==> src/rtl/instr_fetch.sv <==
// Instruction fetch stage: walks a combinational instruction memory, holds one
// registered instruction for decode, and supports redirect, halt and resume.
module instr_fetch #(
  parameter int ADDR_W = 6,
  parameter int DATA_W = 16
) (
  input  logic              clk,
  input  logic              reset,
  input  logic              start,
  output logic [ADDR_W-1:0] imem_addr,
  input  logic [DATA_W-1:0] imem_data,
  output logic [DATA_W-1:0] instr,
  output logic [ADDR_W-1:0] instr_pc,
  output logic              instr_valid,
  input  logic              instr_ready,
  input  logic              redirect_valid,
  input  logic [ADDR_W-1:0] redirect_target,
  input  logic              halt_req,
  output logic              halted,
  output logic [15:0]       fetch_count
);

  typedef enum logic [1:0] {S_IDLE, S_RUN, S_HALTED} state_t;

  // Handshake: instr/instr_pc transfer to decode on every rising edge where
  // instr_valid && instr_ready; while valid && !ready they are held unchanged.

  state_t              r_state;
  state_t              w_next_state;
  logic [ADDR_W-1:0]   r_pc;
  logic [DATA_W-1:0]   r_instr;
  logic [ADDR_W-1:0]   r_instr_pc;
  logic                r_valid;
  logic [15:0]         r_count;

  logic w_active;
  logic w_accept;
  logic w_load;
  logic w_flush;
  logic w_redirect_pc;
  logic w_halted;

  // A start pulse makes its own cycle a fetching cycle, so the first word
  // lands on instr one edge after start.
  assign w_active      = (r_state == S_RUN) || start;
  assign w_accept      = r_valid && instr_ready;
  assign w_load        = w_active && !redirect_valid && !halt_req && (!r_valid || instr_ready);
  assign w_flush       = w_active && redirect_valid;
  assign w_redirect_pc = redirect_valid && ((r_state != S_IDLE) || start);

  always_ff @(posedge clk) begin
    if (reset) begin
      r_state <= S_IDLE;
    end else begin
      r_state <= w_next_state;
    end
  end

  always_comb begin
    w_next_state = r_state;
    case (r_state)
      S_IDLE, S_HALTED: begin
        if (start) w_next_state = halt_req ? S_HALTED : S_RUN;
      end
      S_RUN: begin
        if (halt_req) w_next_state = S_HALTED;
      end
      default: w_next_state = S_IDLE;
    endcase
  end

  always_comb begin
    w_halted = 1'b0;
    if (r_state == S_HALTED) w_halted = 1'b1;
  end

  always_ff @(posedge clk) begin
    if (reset) begin
      r_pc       <= '0;
      r_instr    <= '0;
      r_instr_pc <= '0;
      r_valid    <= 1'b0;
      r_count    <= '0;
    end else begin
      if (w_redirect_pc) begin
        r_pc <= redirect_target;
      end else if (w_load) begin
        r_pc <= r_pc + ADDR_W'(1);
      end

      if (w_load) begin
        r_instr    <= imem_data;
        r_instr_pc <= r_pc;
        r_valid    <= 1'b1;
      end else if (w_flush || w_accept) begin
        r_valid <= 1'b0;
      end

      // Accepted instruction is counted even when the same edge flushes.
      if (w_accept) r_count <= r_count + 16'd1;
    end
  end

  assign imem_addr   = r_pc;
  assign instr       = r_instr;
  assign instr_pc    = r_instr_pc;
  assign instr_valid = r_valid;
  assign halted      = w_halted;
  assign fetch_count = r_count;

endmodule

==> config.mk <==
export PLATFORM = sky130hd
export DESIGN_NAME = instr_fetch
export DESIGN_NICKNAME = d
export VERILOG_FILES = /design/src/rtl/instr_fetch.sv
export SDC_FILE = /design/constraint.sdc
export NUM_CORES = 1
export LEC_CHECK = 0
export CAP_MARGIN = 25
export CORE_ASPECT_RATIO = 0.6
export CORE_MARGIN = 3
export CORE_UTILIZATION = 39
export CTS_BUF_LIST = sky130_fd_sc_hd__clkbuf_16
export CTS_CLUSTER_DIAMETER = 30
export DETAILED_ROUTE_END_ITERATION = 12
export PLACE_DENSITY = 0.75
export SLEW_MARGIN = 20
export SYNTH_ARGS = -nofsm -noshare
export SYNTH_HDL_FRONTEND = slang
export SYNTH_SLANG_ARGS = --single-unit
==> constraint.sdc <==
create_clock -name clk -period 1.4 [get_ports clk]
set_input_delay 0.14 -clock clk [delete_from_list [all_inputs] [get_ports clk]]
set_output_delay 0.14 -clock clk [all_outputs]
set_load 0.005 [all_outputs]
# Yosys cells after proc, flatten, opt, wreduce, memory -nomap -nowiden
# Index checks and enable logic that the tools add are counted.
# W data, S select, Z words.
totals:
  regBits: 47
  input_bits: 28
  elab_cells: 40
classes:
  n_addsub: 2
  n_eq_ne: 4
  n_mux: 9
  n_reduce_logical: 19
ops:
  columns: ["op", "n"]
  rows:
  - ["$add A16 B1 Y16 const B", 1]
  - ["$mux W6", 2]
  - ["$add A6 B1 Y6 const B", 1]
  - ["$logic_and A1 B1 Y1", 6]
  - ["$mux W2", 3]
  - ["$reduce_bool A2 Y1", 3]
  - ["$logic_or A1 B1 Y1", 4]
  - ["$ne A2 B2 Y1 const B", 2]
  - ["$pmux W2 S2", 1]
  - ["$logic_not A1 Y1", 3]
  - ["$mux W1", 3]
  - ["$eq A2 B1 Y1 const B", 1]
  - ["$eq A2 B2 Y1 const B", 1]
  - ["$logic_not A2 Y1", 1]
  - ["$reduce_and A2 Y1", 1]
  - ["$reduce_or A2 Y1", 1]

# Longest topological paths before layout
# Gate-level depths: netlist of run 1.
logic_depth:
  word_depth: 7
  mapped_depth: 6
  depth_no_buf: 5

# Worst setup path before layout of run 1
# No wires, ideal clock.
synth_timing:
  path_type: "reg-to-reg"
  startpoint: "register r_count[0] (netlist: fetch_count[0])"
  endpoint: "register r_count[14] (netlist: fetch_count[14])"
  setup_ns: 0.070
  arrival_ns: 1.477
  required_time_ns: 1.330
  path_slack_ns: -0.148
  path_stages_with_launch: 7
  path_buffers: 1
  period_less_slack_ns: 1.548
  path_cell_list: "dfxtp_1 ha_1 and3_1 clkbuf_1 nand2_1 or3_2 a21oi_1"
synth_between:
  elab_chain_len: 1
synth_rtl:
  columns: ["element", "line", "text"]
  rows:
  - ["start, declared", "34", "logic [15:0] r_count;"]
  - ["start signal, assigned", "100", "if (w_accept) r_count <= r_count + 16'd1;"]
  - ["$add A16 B1 Y16", "100", null]
# No other way between the ends.
# A chain may end at the register's enable or synchronous reset.

# Worst setup path after layout of run 1
layout_timing:
  startpoint: "register r_count[8] (netlist: fetch_count[8])"
  endpoint: "register r_count[15] (netlist: fetch_count[15])"
# The elaborated chain is that of the path after synthesis.

==> qor.json, run 1 <==
{
  "status": {"value": "complete, but fails checks"},
  "failed_checks": {"value": "setup timing"},
  "groute.usage.overall": {"value": 0.203},
  "start_util": {"value": 0.417},
  "post-dp-hpwl": {"value": 4190, "unit": "um"},
  "finClkSkew": {"value": 0.00546, "unit": "ns"},
  "cp.depth": {"value": 4},
  "finalWorstSetupSlack": {"value": -0.0548, "unit": "ns"},
  "cts_num_sinks": {"value": 47},
  "largest_net_degree_at_the_start_of_global_routing": {"value": 42},
  "ant_nets": {"value": 0},
  "syn_area_per_cell": {"value": 8.26, "unit": "um2"},
  "post-synth-top-area-cell": {"value": "sky130_fd_sc_hd__dfxtp_1"},
  "timing.critical_path.fanout_max": {"value": 4},
  "routed_wire_length_per_instance": {"value": 16.3, "unit": "um"},
  "p_leak": {"value": 0.00160, "unit": "uW"},
  "ctsRootBufferMaster": {"value": "sky130_fd_sc_hd__clkbuf_16"},
  "place.detailed.instances": {"value": 404},
  "dr.first_iter.drc_count": {"value": 103},
  "syn_nets": {"value": 269},
  "synth.ff_latch_count": {"value": 47},
  "synthCells": {"value": 239},
  "crit_family": {"value": "simple AND/OR/NAND/NOR gates"},
  "numCtsBuffers": {"value": 5},
  "synth_sequential_area_ratio": {"value": 0.477},
  "period_utilization_post_route": {"value": 1.04},
  "cpMaxStageDelayCell": {"value": "sky130_fd_sc_hd__or4b_4"},
  "power_density": {"value": 839, "unit": "nW/um2"},
  "hold_viol": {"value": 0},
  "max_cap_violation_count": {"value": 0},
  "syn2layout_area_growth": {"value": 78.3, "unit": "%"},
  "num_vias": {"value": 2197},
  "finalSetupViolCount": {"value": 6},
  "worst_ep_required_time": {"value": 1.62, "unit": "ns"},
  "crit_arrival": {"value": 1.68, "unit": "ns"},
  "crit_chain": {"value": "and4_4 -> nand4_4 -> or4b_4 -> a21oi_2"},
  "crit_buf_inv": {"value": 0},
  "rsz_0062_raised_after_global_routing": {"value": "yes"},
  "netlist.area_leader.share": {"value": 0.477},
  "core_area": {"value": 4730, "unit": "um2"},
  "die_area": {"value": 5980, "unit": "um2"},
  "layout.cells.non_filler": {"value": 421},
  "synth-async-reset-ratio": {"value": 0},
  "post_synth_instance_area": {"value": 1970, "unit": "um2"},
  "post_route_cells_drive_above_1_share": {"value": 0.304},
  "clock_tree.htree_level_count": {"value": 2},
  "fin_worst_hold_slack": {"value": 0.328, "unit": "ns"},
  "final_period_minus_worst_setup_slack": {"value": 1.45, "unit": "ns"},
  "post_drt_via_cell_ratio": {"value": 5.22},
  "criticalPathCategory": {"value": "reg -> reg"},
  "grt_antenna_before_repair": {"value": 0},
  "postSynth.topFlopCell": {"value": "sky130_fd_sc_hd__dfxtp_1"},
  "drt_drc_violations_left": {"value": 0},
  "tritoncts_clock_tree": {"value": "done"},
  "grt_overflow_total": {"value": 0},
  "synth.distinct_cells": {"value": 42},
  "critPathCaptureType": {"value": "register"},
  "worst_skew_pair.late_latency": {"value": 0.28, "unit": "ns"},
  "diodes": {"value": 0},
  "timing.final.max_slew_violations": {"value": 0},
  "timing.critical_path.slowest_cell_delay": {"value": 0.57, "unit": "ns"},
  "setup.worst_path.end": {"value": "fetch_count[15]"},
  "irDropWorstVdd": {"value": 501, "unit": "uV"},
  "worstReg2RegEnd": {"value": "fetch_count[15]"},
  "layout.core_utilization": {"value": 0.744},
  "holdCritPathClass": {"value": "in -> reg"},
  "max_slew.worst_pin.slew": {"value": 0.364, "unit": "ns"},
  "grt_pass1_wl": {"value": 9580, "unit": "um"},
  "port_bufs": {"value": 73},
  "drt_pass1_iterations": {"value": 4},
  "timing.reg2reg.setup_slack": {"value": -0.05, "unit": "ns"},
  "relSlewSlack": {"value": 0.755},
  "route.final.wire_length": {"value": 6850, "unit": "um"},
  "fmaxAchievable": {"value": 0.687, "unit": "GHz"},
  "clk_pin_slew_worst_paths": {"value": 0.06, "unit": "ns"},
  "number_of_buffers_on_the_longest_clock_path": {"value": 2},
  "yosysWarnings": {"value": 0},
  "worstSetupStartpoint": {"value": "fetch_count[8]"},
  "gp_routability_congestion": {"value": 0.850},
  "design.portCount": {"value": 74},
  "via_count_of_the_first_global_routing_pass": {"value": 1990},
  "reg2regPathDepth": {"value": 4},
  "std_cell_rows": {"value": 19},
  "count_of_nets_after_finishing": {"value": 387},
  "critical_path.reg2reg.startpoint": {"value": "fetch_count[8]"},
  "die_extent_in_y": {"value": 61.1, "unit": "um"},
  "startpoint_type": {"value": "register"},
  "synth_enable_flop_cells": {"value": 0},
  "ys_top_cells_by_area": {"value": "sky130_fd_sc_hd__dfxtp_1, sky130_fd_sc_hd__nand2_1, sky130_fd_sc_hd__a21oi_1, sky130_fd_sc_hd__nor2_1, sky130_fd_sc_hd__xnor2_1"},
  "die_width": {"value": 97.9, "unit": "um"}
}
[routing by layer]
metal	routed length, um	track usage
met3	627	0.0769
met2	3120	0.317
met4	72	0.0513
met5	0	0
met1	3030	0.270
[worst min-delay path by stage]
stage / start / slack [ns] / depth (start not counted) / to
after floorplan: halt_req / 0.22 / 1 / r_state[0]
after global placement: instr[14] / 0.44 / 2 / instr[14]
after detailed placement: instr_pc[5] / 0.45 / 2 / instr_pc[5]
after CTS: imem_data[8] / 0.40 / 3 / instr[8]
after global routing: instr_ready / 0.34 / 4 / fetch_count[1]
final: instr_ready / 0.33 / 4 / fetch_count[1]
[cell usage in the layout, fill, tap and decap left out, drive strengths merged, types with 2 or more instances in the layout]
cell and instances:
a21oi 31, dlymetal6s2s 14, o21ai 5, o31ai 2
o21a 2, clkinv 2, clkbuf 6, buf 50
and3 3, inv 8, ha 2, xor2 5
nand2 50, or3 4, clkdlybuf4s50 55, nor2 20
nor3 3, nand3 9, a311oi 3, xnor2 7
and2 3, nand4 6, dfxtp 47, dlygate4sd2 4
[worst reg2reg max path, cell delays in order (launching register included)]
cell and delay, ns:
sky130_fd_sc_hd__dfxtp_2 0.33, sky130_fd_sc_hd__and4_4 0.26, sky130_fd_sc_hd__nand4_4 0.11, sky130_fd_sc_hd__or4b_4 0.58, sky130_fd_sc_hd__a21oi_2 0.13
[synth_stat cells, drive strengths merged (2+ instances only)]
cell type   n
nand4       6
clkbuf      9
nand2      50
or3         4
o31ai       2
buf         4
xnor2       7
o21a        2
and2        3
a21oi      31
nor2       20
nand3       9
and3        3
xor2        5
nor3        3
a311oi      3
inv         7
ha          2
dfxtp      47
o21ai       5
[report_power, final]
group	internal [uW]	switching (uW)	total, uW	leakage [uW]
Combinational	244	178	423	0.00113
Sequential	1370	29.8	1400	0.000391
Clock	643	484	1130	0.0000701
[metrics by stage]
step	total power (uW)	TNS, ns	setup slack (ns)	instance area, um2
after floorplan	1560	-0.0221	-0.0221	1990
after global placement	1800	-8.23	-0.313	3070
after detailed placement	1810	-8.74	-0.353	3070
after CTS	2940	-0.0842	-0.0314	3290
after global routing	3070	-1.27	-0.0902	3520
final	2950	-0.107	-0.0548	3520
[layout make-up]
type | count | area, um2
timing repair buffer | 124 | 1200
inverter | 7 | 26.3
multi-input combinational | 172 | 1100
clock inverter | 3 | 11.3
sequential | 47 | 975
fill | 330 | 1210
clock buffer | 5 | 125
tap | 63 | 78.8
[logic make-up (layout without fill, tap and decap cells)]
| family | after synthesis | count (layout) | share of synthesized area |
|---|---|---|---|
| multiplexers | 1 | 1 | 0.00507 |
| flip-flops | 47 | 47 | 0.477 |
| AND/OR/NAND/NOR | 106 | 106 | 0.257 |
| buffers and inverters | 20 | 139 | 0.0406 |
| adder cells (fa/ha/maj) | 2 | 2 | 0.0127 |
| AO/OA/AOI/OAI | 51 | 51 | 0.155 |
| XOR/XNOR | 12 | 12 | 0.0532 |
[what timing repair did]
| action | CTS | global route |
|---|---|---|
| gates cloned | 0 | 1 |
| setup endpoints to repair | 36 | 48 |
| buffers inserted | 5 | 3 |
| hold buffers | 0 | 0 |
| gates resized for setup | 19 | 51 |
| pin swaps | 6 | 21 |
[flip-flops by register name, indices dropped and copies added, names as in the netlist]
name / cells
r_state: 2
instr: 16
imem_addr: 6
instr_valid: 1
fetch_count: 16
instr_pc: 6
Power figures use the tool's default switching activity.
==> run 2, diff against run 1 <==
Settings changed: CTS_CLUSTER_SIZE from default to 8.
==> results of run 2 <==
No change in the layout: final DEF, timing and power equal those of run 1.
